$ cat config.mk
export PLATFORM = sky130hd
export DESIGN_NAME = if_stage
export DESIGN_NICKNAME = d
export VERILOG_FILES = /design/src/rtl/if_stage.sv
export SDC_FILE = /design/constraint.sdc
export NUM_CORES = 1
export LEC_CHECK = 0
export CAP_MARGIN = 25
export CORE_MARGIN = 4
export CORE_UTILIZATION = 52
export CTS_CLUSTER_SIZE = 25
export DETAILED_ROUTE_END_ITERATION = 8
export GPL_TIMING_DRIVEN = 0
export PLACE_DENSITY = 0.8
export SYNTH_ARGS = -nofsm -noshare
export SYNTH_HDL_FRONTEND = slang
export SYNTH_SLANG_ARGS = --single-unit
$ cat constraint.sdc
create_clock -name clk -period 3.36 [get_ports clk]
set_input_delay 1.008 -clock clk [delete_from_list [all_inputs] [get_ports clk]]
set_output_delay 1.008 -clock clk [all_outputs]
set_load 0.005 [all_outputs]
$ cat src/rtl/if_stage.sv
// Instruction fetch stage with IF/ID register; single outstanding imem request,
// skid buffer absorbs a response that lands while decode is stalled.
module if_stage #(
  parameter logic [31:0] RESET_PC = 32'h0000_0000,
  parameter logic [31:0] NOP_INST = 32'h0000_0013
) (
  input  logic        clk,
  input  logic        rst,
  input  logic        stall,
  input  logic        br_taken,
  input  logic [31:0] br_target,
  output logic        imem_req,
  output logic [31:0] imem_addr,
  input  logic [31:0] imem_rdata,
  input  logic        imem_valid,
  output logic [31:0] id_PC,
  output logic [31:0] id_Inst,
  output logic        id_Valid,
  output logic        if_Busy
);

  typedef enum logic [1:0] {FETCH, WAIT, HOLD, DROP} state_t;

  state_t      state, state_n;
  logic [31:0] pc, pc_n;
  logic [31:0] req_pc, req_pc_n;
  logic [31:0] skid_pc, skid_pc_n;
  logic [31:0] skid_inst, skid_inst_n;
  logic [31:0] id_pc_n, id_inst_n;
  logic        id_valid_n;

  assign imem_req  = (state == FETCH) & ~rst;
  assign imem_addr = pc & 32'hFFFF_FFFC;
  assign if_Busy   = ((state == WAIT) | (state == DROP)) & ~rst;

  always_comb begin
    state_n     = state;
    pc_n        = pc;
    req_pc_n    = req_pc;
    skid_pc_n   = skid_pc;
    skid_inst_n = skid_inst;
    id_pc_n     = id_PC;
    id_inst_n   = id_Inst;
    id_valid_n  = id_Valid;

    if (br_taken) begin
      // Redirect wins over stall and any response arriving this cycle.
      pc_n       = br_target & 32'hFFFF_FFFC;
      id_pc_n    = '0;
      id_inst_n  = NOP_INST;
      id_valid_n = 1'b0;
      case (state)
        FETCH:   state_n = DROP;
        WAIT:    state_n = imem_valid ? FETCH : DROP;
        HOLD:    state_n = FETCH;
        DROP:    state_n = imem_valid ? FETCH : DROP;
        default: state_n = FETCH;
      endcase
    end else begin
      case (state)
        FETCH: begin
          state_n  = WAIT;
          req_pc_n = pc;
        end
        WAIT: begin
          if (imem_valid) begin
            if (stall) begin
              skid_pc_n   = req_pc;
              skid_inst_n = imem_rdata;
              state_n     = HOLD;
            end else begin
              id_pc_n    = req_pc;
              id_inst_n  = imem_rdata;
              id_valid_n = 1'b1;
              pc_n       = req_pc + 32'd4;
              state_n    = FETCH;
            end
          end
        end
        HOLD: begin
          if (!stall) begin
            id_pc_n    = skid_pc;
            id_inst_n  = skid_inst;
            id_valid_n = 1'b1;
            pc_n       = skid_pc + 32'd4;
            state_n    = FETCH;
          end
        end
        DROP: begin
          // PC already points at the redirect target; just swallow the stale word.
          if (imem_valid) state_n = FETCH;
        end
        default: state_n = FETCH;
      endcase
    end
  end

  always_ff @(posedge clk) begin
    if (rst) begin
      state     <= FETCH;
      pc        <= RESET_PC;
      req_pc    <= '0;
      skid_pc   <= '0;
      skid_inst <= '0;
      id_PC     <= '0;
      id_Inst   <= NOP_INST;
      id_Valid  <= 1'b0;
    end else begin
      state     <= state_n;
      pc        <= pc_n;
      req_pc    <= req_pc_n;
      skid_pc   <= skid_pc_n;
      skid_inst <= skid_inst_n;
      id_PC     <= id_pc_n;
      id_Inst   <= id_inst_n;
      id_Valid  <= id_valid_n;
    end
  end

endmodule

Word-level counts from Yosys, hierarchy flattened
Cells that the tools add are included.
- register bits: 195
- input bits: 69
- output and inout port bits: 99
- logic and storage cells: 61
- $add $sub $neg: 2
- equality and inequality tests: 10
- mux-type cells: 24
- bitwise logic cells: 5
- reduce and logical (&&, ||, !) cells: 11
- operator list (kind ; number):
    2-to-1 mux 32 bit ; 10
    one-hot mux 32 bit (2 select lines) ; 3
    adder 32 x 3 -> 32 bit, second input constant ; 2
    2-to-1 mux 2 bit ; 6
    inequality test 3 bit, second input constant ; 4
    AND reduction 4 bit ; 3
    one-hot mux 2 bit (4 select lines) ; 1
    inequality test 2 bit, second input constant ; 3
    one-hot mux 2 bit (3 select lines) ; 1
    == test 2 bit, second input constant ; 2
    AND reduction 2 bit ; 2
    OR reduction 2 bit ; 2
    AND reduction 3 bit ; 1
    nonzero test 3 bit ; 1
    AND 1 bit ; 2
    == test 2 x 1 -> 1 bit, second input constant ; 1
    zero test 2 bit ; 1
    2-to-1 mux 1 bit ; 2
    inverter 1 bit ; 2
    one-hot mux 1 bit (2 select lines) ; 1
    nonzero test 2 bit ; 1
    bitwise OR 1 bit ; 1

Depth between registers and ports, before layout
- depth in word-level cells: 5
- mapped depth: 14
- gate-level depth less buffers: 10

Worst setup path after synthesis
OpenSTA, ideal clock, no wires.
- kind: register to register
- start: register state[0]
- end: register pc[28]
- library setup time: 0.132 ns
- arrival: 2.881 ns
- data required time: 3.228 ns
- slack: 0.347 ns
- stages on the path, launching flop included: 15
- buffers on the path: 4
- period minus slack after synthesis: 3.013 ns
- path through: dfxtp_1 > inv_1 > ha_1 > buf_6 > buf_2 > buf_4 > buf_2 > mux2_2 > ha_1 > inv_1 > a21oi_1 > nand3_1 > or4_1 > nand3_1 > a21oi_1
- longest elaborated chain between the ends: 3
- elaborated cells on any way between the ends: 9
- classes of those cells: eq/ne (5); mux (2); reduce/logical (2)
- ends and longest elaborated chain (element ; RTL line ; text):
    start: declaration ; 24 ; state_t state, state_n;
    start signal: assignment ; 109 ; state <= state_n;
    == test 2 x 1 -> 1 bit or == test 2 bit (tied branches) ; 60 ; case (state)
    inequality test 3 bit (no source line), or another cell as far along ; - ;
    AND reduction 4 bit (no source line) or 2-to-1 mux 32 bit (tied branches) ; - ;
    end signal: assignment ; 110 ; pc <= pc_n;
    end: declaration ; 25 ; logic [31:0] pc, pc_n;
Several ways; a longest one is shown, not always the timed one.
A chain may end at the register's enable or synchronous reset.

Worst setup path after layout
- start: input port rst
- end: output port if_Busy
- longest elaborated chain between the ends: 2
- ends and longest elaborated chain (element ; RTL line ; text):
    start: declaration ; 8 ; input logic rst,
    inverter 1 bit ; 34 ; assign if_Busy = ((state == WAIT) | (state == DROP)) & ~rst;
    AND 1 bit ; 34 ;
    end: declaration ; 19 ; output logic if_Busy
Every way passes these cells.

==> metrics.md <==
| Metric | Value |
|---|---|
| Number of remaining DRC errors | 0 |
| Antenna violations before repair | 0 |
| Type of the worst min-delay path | reg -> reg |
| Number of enable-type register cells in the synthesized netlist | 0 |
| Max Used Layer | met4 |
| Final worst hold slack | roughly 0.46 ns |
| Proportion of netlist area held by the largest area contributor | between 40% and 50% |
| Final critical-path share of the clock period | roughly 99% |
| Yosys cell types | 47 |
| Overall die height | roughly 140 um |
| Count of pins on the block boundary | about 170 |
| Kind of critical path | in -> out |
| Normalized max-slew margin | a little over two fifths |
| Library cell with the highest instance count after synthesis | sky130_fd_sc_hd__nand2_1 |
| Global route total overflow | 0 |
| Least setup slack across all paths after layout | 0.0476 ns |
| Gate count of the mapped netlist | 1048 |
| Mean cell area of the mapped netlist | around 8.1 um2 |
| Post-detailed-route count of antenna-violating nets | 0 |
| Kind of end point of the critical path | output port |
| CTS clk-pin slew, worst paths | about 0.070 ns |
| Last weighted congestion value of the routability-driven placer | between 0.9 and 1 |
| Wl on met1 | ~12 mm |
| Maximum resistive drop on vdd | between 0.3 and 0.4 mV |
| Static Leak | between 3 and 4 nW |
| Instance area at placement | roughly 10000 um2 |
| Most area-hungry cell type in the Yosys netlist | sky130_fd_sc_hd__dfxtp_1 |
| Final Critical Period | 3.31 ns |
| Core area | around 16000 um2 |
| Power per cell area | 483 nW/um2 |
| Critical Path RT | around 2.4 ns |
| Fill cell count | 1363 |
| Die Outline Area | about 18000 um2 |
| Initial cell density of the core | roughly 53% |
| Yosys reg bits | around 190 |
| Clock tree root driver cell | sky130_fd_sc_hd__clkbuf_16 |
| CTS tree | done |
| Area of the mapped netlist | roughly 8500 um2 |
| Max-Cap Viols | 0 |
| Final setup vio count | 0 |
| Endpoint of the worst register-to-register path | pc[28] |
| Number of inserted diodes | 0 |
| Largest net degree at the start of global routing | 20 |
| Number of sinks driven by the clock tree | roughly 190 |
| Clock latency at the later pin of the worst-skew pair | about 0.44 ns |
| Unrepaired setup endpoints after global routing | false |
| Worst setup timing slack at the placement stage | -0.533 ns |
| Sequential area share after synthesis | 45.4% |
| Number of hold violations in the final report | 0 |
| Minimum setup slack among reg-to-reg paths | 0.05 ns |
| Arrival time at the worst endpoint | roughly 2.3 ns |
| Skew final | slightly below 0.01 ns |
| Via count of the first global-routing pass | 8020 |
| Final Cell Area | ~11000 um2 |
| HPWL after detailed placement | around 20 mm |
| Final number of max-transition violations | 0 |
| Largest cells by area after synthesis | sky130_fd_sc_hd__dfxtp_1 (45%), sky130_fd_sc_hd__nand2_1 (11%), sky130_fd_sc_hd__a21oi_1 (7.3%) |
| Layout overhead on the synthesized area | 29.9% |
| Via-to-Cell Ratio | between 5 and 6 |
| Fraction of synthesis flops using an asynchronous set or reset pin | 0% |
| Aggregate global-route resource usage | 30.0% |
| Detailed-routing iteration count for the pre-antenna-repair pass | 6 |
| Average detailed-routed wire length per instance | ~19 um |
| Worst setup SP type | input pin |
| Horizontal die dimension | around 140 um |
| CTS H-tree depth | 4 |
| Origin of the worst setup path | rst |
| Row Count | 46 |
| Final core area utilization | between 60% and 70% |
| Routed vias | between 8000 and 9000 |
| Critical Path End | if_Busy |
| Total chip power | roughly 0.0053 W |
| Count of port buffers added during placement | roughly 160 |
| R2r startpoint | state[0] |
| CTS buffer count | 17 |
| Maximum buffer depth of the clock tree | 2 |
| Wire length on met2 | approximately 13 mm |
| Violation count after the first detailed-route iteration | 814 |
| Fraction of layout instances using a drive strength above 1 | 5.31% |
| Top post-synthesis cells by count | sky130_fd_sc_hd__nand2_1 (241), sky130_fd_sc_hd__dfxtp_1 (193), sky130_fd_sc_hd__a21oi_1 (124), sky130_fd_sc_hd__nor2_1 (86), sky130_fd_sc_hd__a211oi_1 (73) |
| Result of the run | completed |
| Maximum clock frequency | 302 MHz |
| Pin slew with the least headroom to its limit | about 0.86 ns |
| Detailed-routed wire length on met3 | about 2.5 mm |
| Synth Flop Type | sky130_fd_sc_hd__dfxtp_1 |
| First-pass GRT wire length | 43.4 mm |
| Top fanout value on the critical path | 10 |
| Count of nets after finishing | about 1300 |
| Warnings, synthesis | 0 |
| Routed wire length | ~28 mm |
| Number of cell instances on the worst register-to-register path | 13 |
[logic make-up (layout without fill, tap and decap cells)]
family,count (synthesis),after routing,share of synthesized area [%]
simple gates,409,409,20.6
compound gates,254,254,18.0
flops,193,193,45.4
buf+inv,96,291,4.97
mux,65,65,7.70
xor+xnor,24,24,2.47
fa+ha+maj,6,6,0.882
other cells,1,2,0.0440
[worst max-delay path, cell delays in order]
cell,delay (ns)
sky130_fd_sc_hd__clkbuf_1,0.15
sky130_fd_sc_hd__buf_4,0.22
sky130_fd_sc_hd__clkbuf_4,0.22
sky130_fd_sc_hd__nor2_2,0.18
sky130_fd_sc_hd__clkdlybuf4s50_1,0.52
[flip-flops by register name, indices dropped and copies added, names as in the netlist]
signal / count
id_Inst: 32
id_Valid: 1
req_pc: 32
id_PC: 32
pc: 30
state: 2
skid_pc: 32
skid_inst: 32
[cells in the final DEF, fill, tap and decap left out, drive strengths merged, types with 5 or more instances in the layout]
cell type,Yosys,final
clkbuf,59,78
a221oi,5,5
nand2,241,241
inv,13,19
nand3b,9,9
nor3,6,6
a21oi,124,124
xnor2,10,10
o21ai,29,29
xor2,14,14
mux2i,61,61
or3,10,10
ha,6,6
a211oi,73,73
nor2,86,86
clkdlybuf4s50,0,162
nand4,11,11
and3,5,5
nand3,25,25
dfxtp,193,193
buf,24,25
[metal layers]
layer,up-vias,track usage (%)
met5,-,0
met4,0,10.2
met3,57,7.03
met2,423,47.8
met1,3920,40.3
li1,3991,-
[report_power, final]
group / switching, W / internal [W] / leakage, nW
logic: 0.000480 / 0.000367 / 1.86
registers: 0.0000717 / 0.00237 / 1.57
clock network: 0.000940 / 0.00111 / 0.281
total: 0.00149 / 0.00385 / 3.71
[worst min path at each step]
stage | depth (start not counted) | start | to
after floorplan | 2 | skid_inst[0] | skid_inst[0]
after global placement | 2 | skid_inst[12] | skid_inst[12]
after detailed placement | 2 | skid_inst[29] | skid_inst[29]
after CTS | 2 | skid_pc[31] | skid_pc[31]
after global routing | 2 | skid_inst[25] | skid_inst[25]
final | 2 | skid_pc[31] | skid_pc[31]
[repair_timing]
action / in CTS / in global routing
buffers inserted: 0 / 2
resized for setup: 11 / 5
hold buffers: 0 / 0
endpoints found under the setup margin: 13 / 5
pin swaps: 1 / 2
[through the flow]
stage	setup TNS [ns]	cells
floorplan	0	1049
global placement	-5.75	1427
detailed placement	-6.51	1427
CTS	-0.0285	1458
global route	0	1460
finish	0	1460
[final cells by class]
| type | count | area, um2 | area share [%] |
|---|---|---|---|
| plain buffers | 82 | 380 | 3.44 |
| inverters | 13 | 48.8 | 0.441 |
| repair buffers | 164 | 1640 | 14.8 |
| multi-input cells | 760 | 4280 | 38.7 |
| clock buffers | 19 | 433 | 3.91 |
| well taps | 216 | 270 | 2.44 |
| clock inverters | 13 | 149 | 1.35 |
| flip-flops and latches | 193 | 3860 | 34.9 |
Note: power is estimated with default switching activity, not from simulation.
